`src/rtl/bcd_result_formatter.sv`:
```
// Sequential binary-to-BCD converter feeding the LCD driver.
// Uses a 16-iteration shift-add-3 engine with a start/busy/done handshake.
module bcd_result_formatter #(
  parameter bit TWOS_COMP = 1'b0,
  parameter int WIDTH     = 16
) (
  input  logic        clk,
  input  logic        rst_n,
  input  logic        start,
  input  logic [15:0] value,
  output logic        busy,
  output logic        done,
  output logic        sign,
  output logic [19:0] bcd
);

  localparam int CW = $clog2(WIDTH);
  localparam logic [CW-1:0] LAST = CW'(WIDTH - 1);

  typedef enum logic {IDLE, CONV} state_t;

  state_t        state_q, state_d;
  logic [15:0]   mag_q;
  logic [19:0]   work_q;
  logic [CW-1:0] count_q;
  logic          negPending_q;
  logic          done_q;
  logic          sign_q;
  logic [19:0]   bcd_q;

  logic [15:0]   magCapture;
  logic [19:0]   workAdj;
  logic [19:0]   workNext;
  logic [15:0]   magNext;
  logic          lastIter;

  // Magnitude as seen at the start edge; 0x8000 in two's complement becomes 32768.
  always_comb begin
    magCapture = {1'b0, value[14:0]};
    if (TWOS_COMP) begin
      magCapture = value[15] ? (~value + 16'd1) : value;
    end
  end

  always_comb begin
    workAdj = work_q;
    for (int i = 0; i < 5; i++) begin
      if (work_q[4*i +: 4] >= 4'd5) begin
        workAdj[4*i +: 4] = work_q[4*i +: 4] + 4'd3;
      end
    end
    {workNext, magNext} = {workAdj[18:0], mag_q, 1'b0};
  end

  assign lastIter = (state_q == CONV) && (count_q == LAST);

  always_ff @(posedge clk or negedge rst_n) begin
    if (!rst_n) begin
      state_q <= IDLE;
    end else begin
      state_q <= state_d;
    end
  end

  always_comb begin
    state_d = state_q;
    case (state_q)
      IDLE:    if (start) state_d = CONV;
      CONV:    if (lastIter) state_d = IDLE;
      default: state_d = IDLE;
    endcase
  end

  always_comb begin
    busy = (state_q == CONV);
    done = done_q;
    sign = sign_q;
    bcd  = bcd_q;
  end

  // Zero is always reported positive, so the sign is qualified at capture time.
  always_ff @(posedge clk or negedge rst_n) begin
    if (!rst_n) begin
      mag_q        <= '0;
      work_q       <= '0;
      count_q      <= '0;
      negPending_q <= 1'b0;
      done_q       <= 1'b0;
      sign_q       <= 1'b0;
      bcd_q        <= '0;
    end else begin
      done_q <= 1'b0;
      case (state_q)
        IDLE: begin
          if (start) begin
            mag_q        <= magCapture;
            negPending_q <= value[15] & (magCapture != 16'd0);
            work_q       <= '0;
            count_q      <= '0;
          end
        end
        CONV: begin
          work_q  <= workNext;
          mag_q   <= magNext;
          count_q <= count_q + CW'(1);
          if (lastIter) begin
            bcd_q  <= workNext;
            sign_q <= negPending_q;
            done_q <= 1'b1;
          end
        end
        default: ;
      endcase
    end
  end

endmodule

```
`config.mk`:
```
export PLATFORM = sky130hd
export DESIGN_NAME = bcd_result_formatter
export DESIGN_NICKNAME = d
export VERILOG_FILES = /design/src/rtl/bcd_result_formatter.sv
export SDC_FILE = /design/constraint.sdc
export NUM_CORES = 1
export LEC_CHECK = 0
export BUFFER_PORTS_ARGS = -buffer_cell sky130_fd_sc_hd__buf_2
export CAP_MARGIN = 20
export CELL_PAD_IN_SITES_DETAIL_PLACEMENT = 0
export CELL_PAD_IN_SITES_GLOBAL_PLACEMENT = 2
export CORE_ASPECT_RATIO = 0.6
export CORE_MARGIN = 8
export CORE_UTILIZATION = 40
export DETAILED_ROUTE_END_ITERATION = 6
export PLACE_DENSITY_LB_ADDON = 0.1
export SETUP_SLACK_MARGIN = 0.1
export SYNTH_ARGS = -nofsm -noshare
export SYNTH_HDL_FRONTEND = slang
export SYNTH_SLANG_ARGS = --single-unit
```
`constraint.sdc`:
```
create_clock -name clk -period 4 [get_ports clk]
set_clock_uncertainty 0.1 [all_clocks]
set_input_delay 0.2 -clock clk [delete_from_list [all_inputs] [get_ports clk]]
set_output_delay 0.2 -clock clk [all_outputs]
set_load 0.01 [all_outputs]
```
# --- After elaboration in Yosys (flattened, before gate mapping) ---
# Cells that the tools add are included.
word_totals:
  wordCells: 43
  inputBits: 19
  ramBits: 0
  latch_bits: 0
  output_inout_bits: 23
  mem_bits_ro: 0
  reg_bits: 64
  mem_count: 0
op_classes:
  n_lt_le_gt_ge: 5
  muxes: 16
  multipliers: 0
  div: 0
  n_reduce_logical: 4
  eq_ne: 2
  bitwise_logic: 2
  shifts: 0
  addsub: 6
ops:
  columns: ["operator", "count"]
  rows:
  - ["case mux 20 bit (2 select lines)", 1]
  - ["case mux 16 bit (2 select lines)", 1]
  - ["greater-or-equal comparator 4 x 3 -> 1 bit (second input constant)", 5]
  - ["2-to-1 mux 20 bit", 1]
  - ["2-to-1 mux 4 bit", 5]
  - ["adder 4 x 2 -> 4 bit (second input constant)", 4]
  - ["2-to-1 mux 16 bit", 1]
  - ["nonzero test 16 bit", 1]
  - ["case mux 4 bit (2 select lines)", 1]
  - ["adder 4 x 1 -> 4 bit (second input constant)", 1]
  - ["equality test 4 bit (second input constant)", 1]
  - ["2-to-1 mux 1 bit", 4]
  - ["AND reduction 2 bit", 2]
  - ["adder 3 x 2 -> 3 bit (second input constant)", 1]
  - ["2-to-1 mux 3 bit", 1]
  - ["!= test 2 bit (second input constant)", 1]
  - ["case mux 1 bit (2 select lines)", 1]
  - ["bitwise AND 1 bit", 1]
  - ["logical AND 1 bit", 1]
  - ["NOT 1 bit", 1]

# --- Depth between registers and ports, before layout ---
# Gate-level depths: netlist (run 1).
logic_depth:
  word_depth: 4
  ltp_mapped: 6
  mapped_depth_nobuf: 6

# --- Worst setup path after synthesis (run 1) ---
# No wires, ideal clock.
synth_path:
  path_type: "reg2reg"
  startpoint: "register work_q[16]"
  endpoint: "register bcd_q[18], in the netlist bcd[18]"
  setup_time_ns: 0.083
  setup_slack_ns: 2.443
  path_stages_with_launch: 7
  synth_period_minus_slack_ns: 1.557
  t_arrival_ns: 1.374
  path_cell_list: "dfrtp_1 inv_1 ha_1 nand2b_1 a21oi_1 mux2_2 o21ai_0"
synth_between:
  elab_chain_len: 2
  elab_cells_between_ends: 3
synth_lines:
  columns: ["element", "line_no", "source"]
  rows:
  - ["start, declared", "24", "logic [19:0] work_q;"]
  - ["start signal, assigned", "103", "work_q <= workNext;"]
  - ["greater-or-equal comparator 4 x 3 -> 1 bit / adder 3 x 2 -> 3 bit (equally long branches)", "48, 49", null]
  - ["2-to-1 mux 3 bit *", "48", "if (work_q[4*i +: 4] >= 4'd5) begin"]
  - ["end signal, assigned", "107", "bcd_q <= workNext;"]
  - ["end, declared", "29", "logic [19:0] bcd_q;"]
# Mark *: on every way between the ends. The rest lies on a longest branch, timed or not.
# A chain may end at the register's enable or synchronous reset.

# --- Worst setup path in the final report (run 1) ---
layout_path:
  startpoint: "register count_q[0]"
  endpoint: "register bcd_q[1], in the netlist bcd[1]"
layout_between:
  elab_chain_len: 3
layout_lines:
  columns: ["element", "line_no", "source"]
  rows:
  - ["start, declared", "25", "logic [CW-1:0] count_q;"]
  - ["start signal, assigned", "105", "count_q <= count_q + CW'(1);"]
  - ["equality test 4 bit", "55", "assign lastIter = (state_q == CONV) && (count_q == LAST);"]
  - ["logical AND 1 bit", "55", null]
  - ["AND reduction 2 bit (no source line)", null, null]
# No other way between the ends.

==> results of run 1 <==
critical path: stages (launching register included):
cell     delay [ps]
dfrtp_1         380
ha_1            210
nand4_2         500
inv_2           500
mux2_2          380
per-layer routing:
| layer | global-route usage [%] | vias to the layer above | share of wire, % |
|---|---|---|---|
| met5 | 0 | - | 0 |
| met4 | 4.09 | 0 | 0.32 |
| met3 | 6.25 | 2 | 4.9 |
| met2 | 18.2 | 33 | 42 |
| met1 | 17.6 | 985 | 53 |
| li1 | - | 1068 | - |
power by group through the flow:
stage / registers (mW) / clock network, mW / logic (mW)
after floorplan: 1.16 / 0 / 0.868
after global placement: 1.15 / 0 / 1.19
after detailed placement: 1.15 / 0 / 1.21
after CTS: 1.15 / 0.728 / 1.22
after global routing: 1.19 / 0.761 / 1.37
final: 1.15 / 0.698 / 1.19
per-stage QoR:
| stage | utilization, % | hold WS (ps) | std cells | instance area, um2 |
|---|---|---|---|---|
| 2_1_floorplan | - | -196 | 287 | 3090 |
| 3_3_place_gp | 45.6 | 284 | 420 | 3370 |
| 3_5_place_dp | 45.6 | 291 | 420 | 3370 |
| 4_1_cts | 49.3 | 22.9 | 436 | 3640 |
| 5_1_grt | 49.3 | 20.4 | 436 | 3640 |
| 6_report | 49.3 | 35.1 | 436 | 3640 |
cell families (layout without fill, tap and decap cells):
kind of cell	Yosys count	in the layout	synth area share [%]
AND/OR/NAND/NOR	81	81	12.8
flip-flops	64	64	51.8
AO/OA/AOI/OAI	58	58	10.9
multiplexers	40	40	14.0
buffers and inverters	26	71	4.04
adder cells (fa/ha/maj)	11	11	4.45
XOR/XNOR	7	7	1.98
final timing paths:
path                                        start                       end  depth (start not counted)
hold / removal                          value[15]  negPending_q$_DFFE_PN0P_                          3
setup / recovery           count_q[0]$_DFFE_PN0P_        bcd[1]$_DFFE_PN0P_                          4
setup reg to reg           count_q[0]$_DFFE_PN0P_        bcd[1]$_DFFE_PN0P_                          4
hold reg to reg               bcd[16]$_DFFE_PN0P_       bcd[16]$_DFFE_PN0P_                          2
max in group asynchronous                   rst_n    work_q[18]$_DFFE_PN0P_                          3
min in group asynchronous                   rst_n      mag_q[2]$_DFFE_PN0P_                          2
cell usage after synthesis (3+ instances only):
cell type,instances
nor4_1,3
ha_1,11
inv_1,11
mux2_4,6
a21oi_1,10
buf_4,3
xnor2_1,6
nor3_1,5
a21o_1,8
mux2i_1,31
nand2_1,47
nor2_1,3
buf_2,7
nand2b_1,7
nor3b_1,13
dfrtp_1,64
a21oi_2,4
mux2_2,3
o21ai_0,32
clkbuf_1,3
layout make-up:
class	count	area (um2)
tap	104	130
sequential	64	1600
multi-input combinational	197	1370
timing repair buffer	44	230
clock buffer	15	268
fill	743	3740
inverter	12	45.0
registers in the layout, summed over array words and instances (netlist names):
name,count
count_q,4
done,1
busy,1
work_q,20
negPending_q,1
mag_q,16
bcd,20
sign,1
==> reports/results.txt, run 1 <==
most frequent cells in the layout: dfrtp_1, nand2_1, buf_2, o21ai_0, mux2i_1
Power per Cell Area: 834 nW/um2
Final min period: 2180 ps
CTS root buffer: clkbuf_16
sw frac: 35.6%
Remaining Overflow, GRT: 0
Post-synth ARST share: 100%
dpl ws: 1780 ps
Post-synth EDFFs: 0
GPL Wtd Cong: 0.725
chip height: 84.1 um
final antenna-violating net count: 0
drt wl/cell: 14.9 um
via count: 2088
overall power: 3.04 mW
postcts setup bufs: 0
DRC violations left: 0
syn nets: 317
status: completed
Layout area overhead: 17.8%
Tightest Hold Check Type: input pin to flop
cell taking the most area after synthesis: dfrtp_1
CP Capture Type: flop
Critical Path Fanout Max: 25
top cell type's share of synthesized area: 51.8%
Synth area leaders: dfrtp_1, mux2i_1, nand2_1
Netlist Area Pre-Place: 3090 um2
Avg Inst Size Synth: 10.8 um2
DP HPWL: 4380 um
Seq cells post-synth: 64
Hold Buf Count CTS: 1
FF-to-FF setup slack: 1820 ps
worst skew pair latency: 330 ps
I/O Pins: 42
port bufs: 41
Seq pwr share: 37.7%
Nets: 358
share of layout cells above drive strength 1: 21.1%
slew margin rel.: 39.1%
Int Pwr: 1.95 mW
final hold vios: 0
core area: 7390 um2
Worst-path clk slew: 50 ps
Critical Path AT: 2290 ps
Mapped Cells: 287
Final WS setup: 1820 ps
drt initial violations: 120
fin crit share: 54.5%
initial cell density of the core: 41.9%
die width: 130 um
vias in the first global route: 2203
commonest non-fill, non-tap cell in the layout: dfrtp_1
sequential share of the synthesized area: 51.8%
leakage power total: 1.83 nW
Die Area: 10900 um2
largest net degree at the start of global routing: 70
Pins Over Slew Limit: 0
Synth Flop Type: dfrtp_1
ant diodes: 0
RSZ-0062 raised after global routing: false
initial antenna violation count: 0
TNS Setup: 0 ps
peak supply drop: 0.000338 V
CTS Buf Count: 9
required time at the worst-slack endpoint: 4110 ps
Net Sw Power: 1.08 mW
WL final: 6490 um
Worst-Margin Slew: 913 ps
CTS tree: built
first-pass GRT wire length: 11100 um
f_max: 458 MHz
Avg Vias per Cell: 4.79
Post-CTS Resized: 0
clock network fraction of design power: 23.0%
Comb pwr share: 39.3%
# rows: 24
critical path startpoint category: flop
Pre-antenna DRT Iters: 4
Tot GR Track Use: 13.2%
Setup Crit Path Kind: flop to flop
Final Setup Violations: 0
number of distinct library cells after synthesis: 28
H-tree levels: 3
number of clock sinks: 64
Synth warnings: 0
Max Cap Viol: 0
clock tree buffer depth: 2
(Power assumes the default switching activity.)
==> inputs of run 2 (changes only) <==
- CORE_UTILIZATION: 40 -> 33
- clock period: 4 -> 2 ns (I/O delays scaled with it)
==> run 2 against run 1 <==
Flip-flop and latch count is the same. Core utilization shrank 7.3 points. First-iteration DRC count shrank 33%. Worst setup slack lost 1500 ps. Global-route usage shrank 1.5 points. Die area grew 18%. Total power grew 100%. Sequential share of layout area shrank 2.4 points. Final cell count grew 9.4%. Hold slack lost 17 ps. Count of clock-buffer cells in the layout shrank 2.
==> reports/results.txt, run 2 (synthesis results as in run 1) <==
Final Setup Violations: 0
largest net degree at the start of global routing: 70
via count: 2157
commonest non-fill, non-tap cell in the layout: dfrtp_1
initial cell density of the core: 33.8%
TNS Setup: 0 ps
FF-to-FF setup slack: 310 ps
Tightest Hold Check Type: input pin to flop
f_max: 593 MHz
RSZ-0062 raised after global routing: false
drt wl/cell: 14.5 um
clock tree buffer depth: 2
Worst-path clk slew: 50 ps
peak supply drop: 0.000536 V
most frequent cells in the layout: dfrtp_1, nand2_1, buf_2, o21ai_0, mux2i_1
Setup Crit Path Kind: flop to flop
required time at the worst-slack endpoint: 2150 ps
DRC violations left: 0
share of layout cells above drive strength 1: 22.2%
vias in the first global route: 2229
# rows: 27
WHS: 18.1 ps
first-pass GRT wire length: 11800 um
critical path's slowest cell: dfrtp_1
Hold Buf Count CTS: 12
Avg Vias per Cell: 4.52
H-tree levels: 3
core area: 9160 um2
hold path depth: 3
CTS Buf Count: 9
number of clock sinks: 64
status: completed
Layout area overhead: 24.5%
Critical Path Fanout Max: 3
Pre-antenna DRT Iters: 4
leakage power total: 1.92 nW
initial antenna violation count: 0
final hold vios: 0
GPL Wtd Cong: 0.729
Die Area: 12800 um2
fin crit share: 84.3%
Pins Over Slew Limit: 0
Power per Cell Area: 1610 nW/um2
DP HPWL: 4550 um
worst skew pair latency: 330 ps
drt initial violations: 81
Remaining Overflow, GRT: 0
die width: 141 um
Reg2Reg Depth: 6
final antenna-violating net count: 0
Worst-Margin Slew: 529 ps
Post-CTS Resized: 0
Final min period: 1690 ps
ant diodes: 0
CP Capture Type: flop
postcts setup bufs: 0
critical path startpoint category: flop
I/O Pins: 42
port bufs: 41
crit-path cells: inv_1, ha_1, nand2b_1, a21oi_1, mux2_2, mux2i_1
Nets: 372
Max Cap Viol: 0
Tot GR Track Use: 11.7%
max incr delay on CP: 390 ps
CTS root buffer: clkbuf_16
Critical Path AT: 1840 ps
WL final: 6900 um
slew margin rel.: 64.7%
chip height: 91.0 um
CTS tree: built
==> run 2: cell types whose count changed in the layout (fill, tap and decap cells not counted) <==
cell           previous run  this run
buf_12                    0         2
clkbuf_8                  2         3
dlygate4sd3_1             1        12
clkinv_2                  0         3
buf_4                     2         3
clkbuf_1                  4         1
==> run 2: final cells by class <==
type | count | area [um2]
well taps | 130 | 163
fillers | 889 | 5300
inverters | 12 | 45.0
clock inverters | 3 | 15.0
repair buffers | 58 | 388
flip-flops and latches | 64 | 1600
clock buffers | 13 | 270
multi-input cells | 197 | 1370
==> run 2: final timing paths <==
kind | endpoint | from
max in group asynchronous | work_q[7]$_DFFE_PN0P_ | rst_n
min in group asynchronous | bcd[1]$_DFFE_PN0P_ | rst_n
hold / removal | mag_q[12]$_DFFE_PN0P_ | value[12]
hold reg to reg | sign$_DFFE_PN0P_ | negPending_q$_DFFE_PN0P_
setup / recovery | work_q[18]$_DFFE_PN0P_ | work_q[16]$_DFFE_PN0P_
setup reg to reg | work_q[18]$_DFFE_PN0P_ | work_q[16]$_DFFE_PN0P_
==> run 2: metal layers <==
metal  vias to the layer above  routed length, um  track usage (%)  share of wire, %
li1                       1103                  -                -                 -
met1                      1013               3730             16.7                54
met2                        34               2740             15.3                40
met3                         7                347             4.86               5.0
met4                         0                 77             4.00               1.1
met5                         -                  0                0                 0
==> run 2: worst max-delay path: cells and delay by family, from the launching register on <==
family	cells	cell delay, ps
and+or+nand+nor	1	70
muxes	2	520
buffers and inverters	1	90
DFF	1	390
adders and majority gates	1	190
AOI/OAI and AO/OA	1	240
==> run 2: stage by stage <==
step | setup WS [ps] | total power [mW] | cell area, um2 | std cells | util (%)
global route | 128 | 6.77 | 3850 | 477 | 42.1
finish | 314 | 6.21 | 3850 | 477 | 42.1
detailed placement | 326 | 4.77 | 3450 | 449 | 37.6
global placement | 381 | 4.75 | 3450 | 449 | 37.6
CTS | 315 | 6.32 | 3850 | 477 | 42.1
floorplan | 443 | 4.05 | 3090 | 287 | -
==> run 2: where the power goes <==
| group | internal, mW | switching (mW) |
|---|---|---|
| sequential | 1.88 | 0.407 |
| combinational | 1.18 | 1.27 |
| clock | 0.933 | 0.545 |
==> inputs of run 3 (changes only) <==
- clock period: 2 -> 1.5 ns (I/O delays scaled with it)
==> run 3 against run 2 <==
The flow now finishes with violations (negative setup slack). Sequential power increased by 40%. Routed wire length rose by 14%. Flip-flop and latch count stayed put. Fmax rose by 9.5%. Final cell count grew 6.5%. Final area grew 17%. Combinational power increased by 110%. Clock power increased by 29%. Total power rose by 64%. Critical path type unchanged.
==> reports/results.txt, run 3 (synthesis results as in run 1) <==
status: finished with violations
failing checks: negative setup slack
worst skew pair latency: 330 ps
fin crit share: 103%
share of layout cells above drive strength 1: 40.2%
final antenna-violating net count: 0
Pre-antenna DRT Iters: 4
Comb pwr share: 49.7%
leakage power total: 2.13 nW
largest net degree at the start of global routing: 65
critical path's slowest cell: dfrtp_1
drt wl/cell: 15.4 um
DP HPWL: 4720 um
Max Cap Viol: 0
WL final: 7830 um
GPL Wtd Cong: 0.737
met2 usage in global routing: 17.2%
Power per Cell Area: 2260 nW/um2
Worst-Margin Slew: 346 ps
Tot GR Track Use: 12.6%
DRC violations left: 0
clock tree buffer depth: 2
crit-path cells: inv_2, ha_4, nand2b_4, a21oi_4, mux2i_2, mux2_4
f_max: 650 MHz
Final WS setup: -39.6 ps
overall power: 10.2 mW
Tightest Hold Check Type: input pin to flop
Pins Over Slew Limit: 0
CTS tree: built
# rows: 27
initial antenna violation count: 0
first-pass GRT wire length: 12600 um
WHS: 14.9 ps
critical path startpoint category: flop
number of clock sinks: 64
commonest non-fill, non-tap cell in the layout: dfrtp_1
Remaining Overflow, GRT: 0
core area: 9160 um2
vias in the first global route: 2436
Worst-path clk slew: 50 ps
fill count: 848
ant diodes: 0
I/O Pins: 42
Critical Path Fanout Max: 3
Die Area: 12800 um2
port bufs: 41
fin util: 49.2%
Avg Vias per Cell: 4.65
area post-placement: 3710 um2
Final Setup Violations: 5
H-tree levels: 3
Final min period: 1540 ps
die width: 141 um
Global Route met3 Usage: 4.55%
Final Cell Area: 4500 um2
sw frac: 36.2%
Seq pwr share: 31.5%
final hold vios: 0
clock network fraction of design power: 18.8%
Int Pwr: 6.49 mW
busiest grt layer: met1
CTS Buf Count: 9
drt initial violations: 109
via count: 2362
Setup Crit Path Kind: flop to flop
most frequent cells in the layout: dfrtp_1, nand2_1, buf_2, mux2i_1, buf_4
max incr delay on CP: 370 ps
peak supply drop: 0.000950 V
required time at the worst-slack endpoint: 1670 ps
initial cell density of the core: 33.8%
RSZ-0062 raised after global routing: true
CTS root buffer: clkbuf_16
Critical Path AT: 1710 ps
Net Sw Power: 3.68 mW
CP Capture Type: flop
slew margin rel.: 76.7%
chip height: 91.0 um
Layout area overhead: 45.5%
GR Layer Usage met1: 17.9%
Nets: 403
## run 3: cell count changes in the layout (fill, tap and decap cells not counted), sizes merged
cell	previous run	this run
buf	46	72
bufbuf	0	1
clkbuf	13	16
clkinv	3	0
dlygate4sd3	12	16
## run 3: cell type report
cell class	count	area [um2]	share of cell area [%]
Multi-Input combinational cell	197	1730	38.4
Sequential cell	64	1610	35.7
Timing Repair Buffer	89	688	15.3
Clock buffer	16	272	6.03
Tap cell	130	163	3.61
Inverter	12	45.0	1.00
## run 3: worst paths after layout
check	start	end	slack, ps	cells past startpoint
worst max-delay path	work_q[9]$_DFFE_PN0P_	bcd[10]$_DFFE_PN0P_	-40	6
worst min-delay path	value[9]	mag_q[9]$_DFFE_PN0P_	10	3
worst max register to register	work_q[9]$_DFFE_PN0P_	bcd[10]$_DFFE_PN0P_	-40	6
worst min register to register	sign$_DFFE_PN0P_	sign$_DFFE_PN0P_	380	2
max in group asynchronous	rst_n	work_q[4]$_DFFE_PN0P_	800	3
min in group asynchronous	rst_n	mag_q[2]$_DFFE_PN0P_	190	3
## run 3: repair_timing
action                                  4_1_cts  5_1_grt
gates resized for setup                      31       28
hold buffers                                 16        0
endpoints found under the hold margin        79        0
buffers inserted                              4        8
pin swaps                                    11        9
endpoints found under the setup margin       27       33
cloned                                        1        0
## run 3: power groups by stage
| stage | Combinational (mW) | Sequential (mW) | Clock [mW] |
|---|---|---|---|
| 6_report | 5.05 | 3.20 | 1.91 |
| 3_3_place_gp | 3.89 | 3.14 | 0 |
| 2_1_floorplan | 2.66 | 3.17 | 0 |
| 4_1_cts | 4.61 | 3.15 | 1.97 |
| 3_5_place_dp | 3.95 | 3.14 | 0 |
| 5_1_grt | 5.54 | 3.31 | 2.06 |
## run 3: stage by stage
| step | setup TNS (ps) | cells | setup WS, ps |
|---|---|---|---|
| 2_1_floorplan | 0 | 287 | 56.9 |
| 3_3_place_gp | -143 | 463 | -59.8 |
| 3_5_place_dp | -125 | 463 | -46.2 |
| 4_1_cts | -167 | 500 | -46.5 |
| 5_1_grt | -759 | 508 | -108 |
| 6_report | -130 | 508 | -39.6 |
## run 3: critical path, delay by kind of cell (launching register included)
family | cells | cell delay, ps
multiplexers | 2 | 450
buffers and inverters | 1 | 80
flip-flops | 1 | 370
AND/OR/NAND/NOR | 1 | 140
adder cells (fa/ha/maj) | 1 | 160
AO/OA/AOI/OAI | 1 | 170
## run 3: metal layers
layer / wire (um) / up-vias
met5: 0 / -
met4: 76 / 0
met3: 286 / 8
met2: 3370 / 31
met1: 4100 / 1157
li1: - / 1166
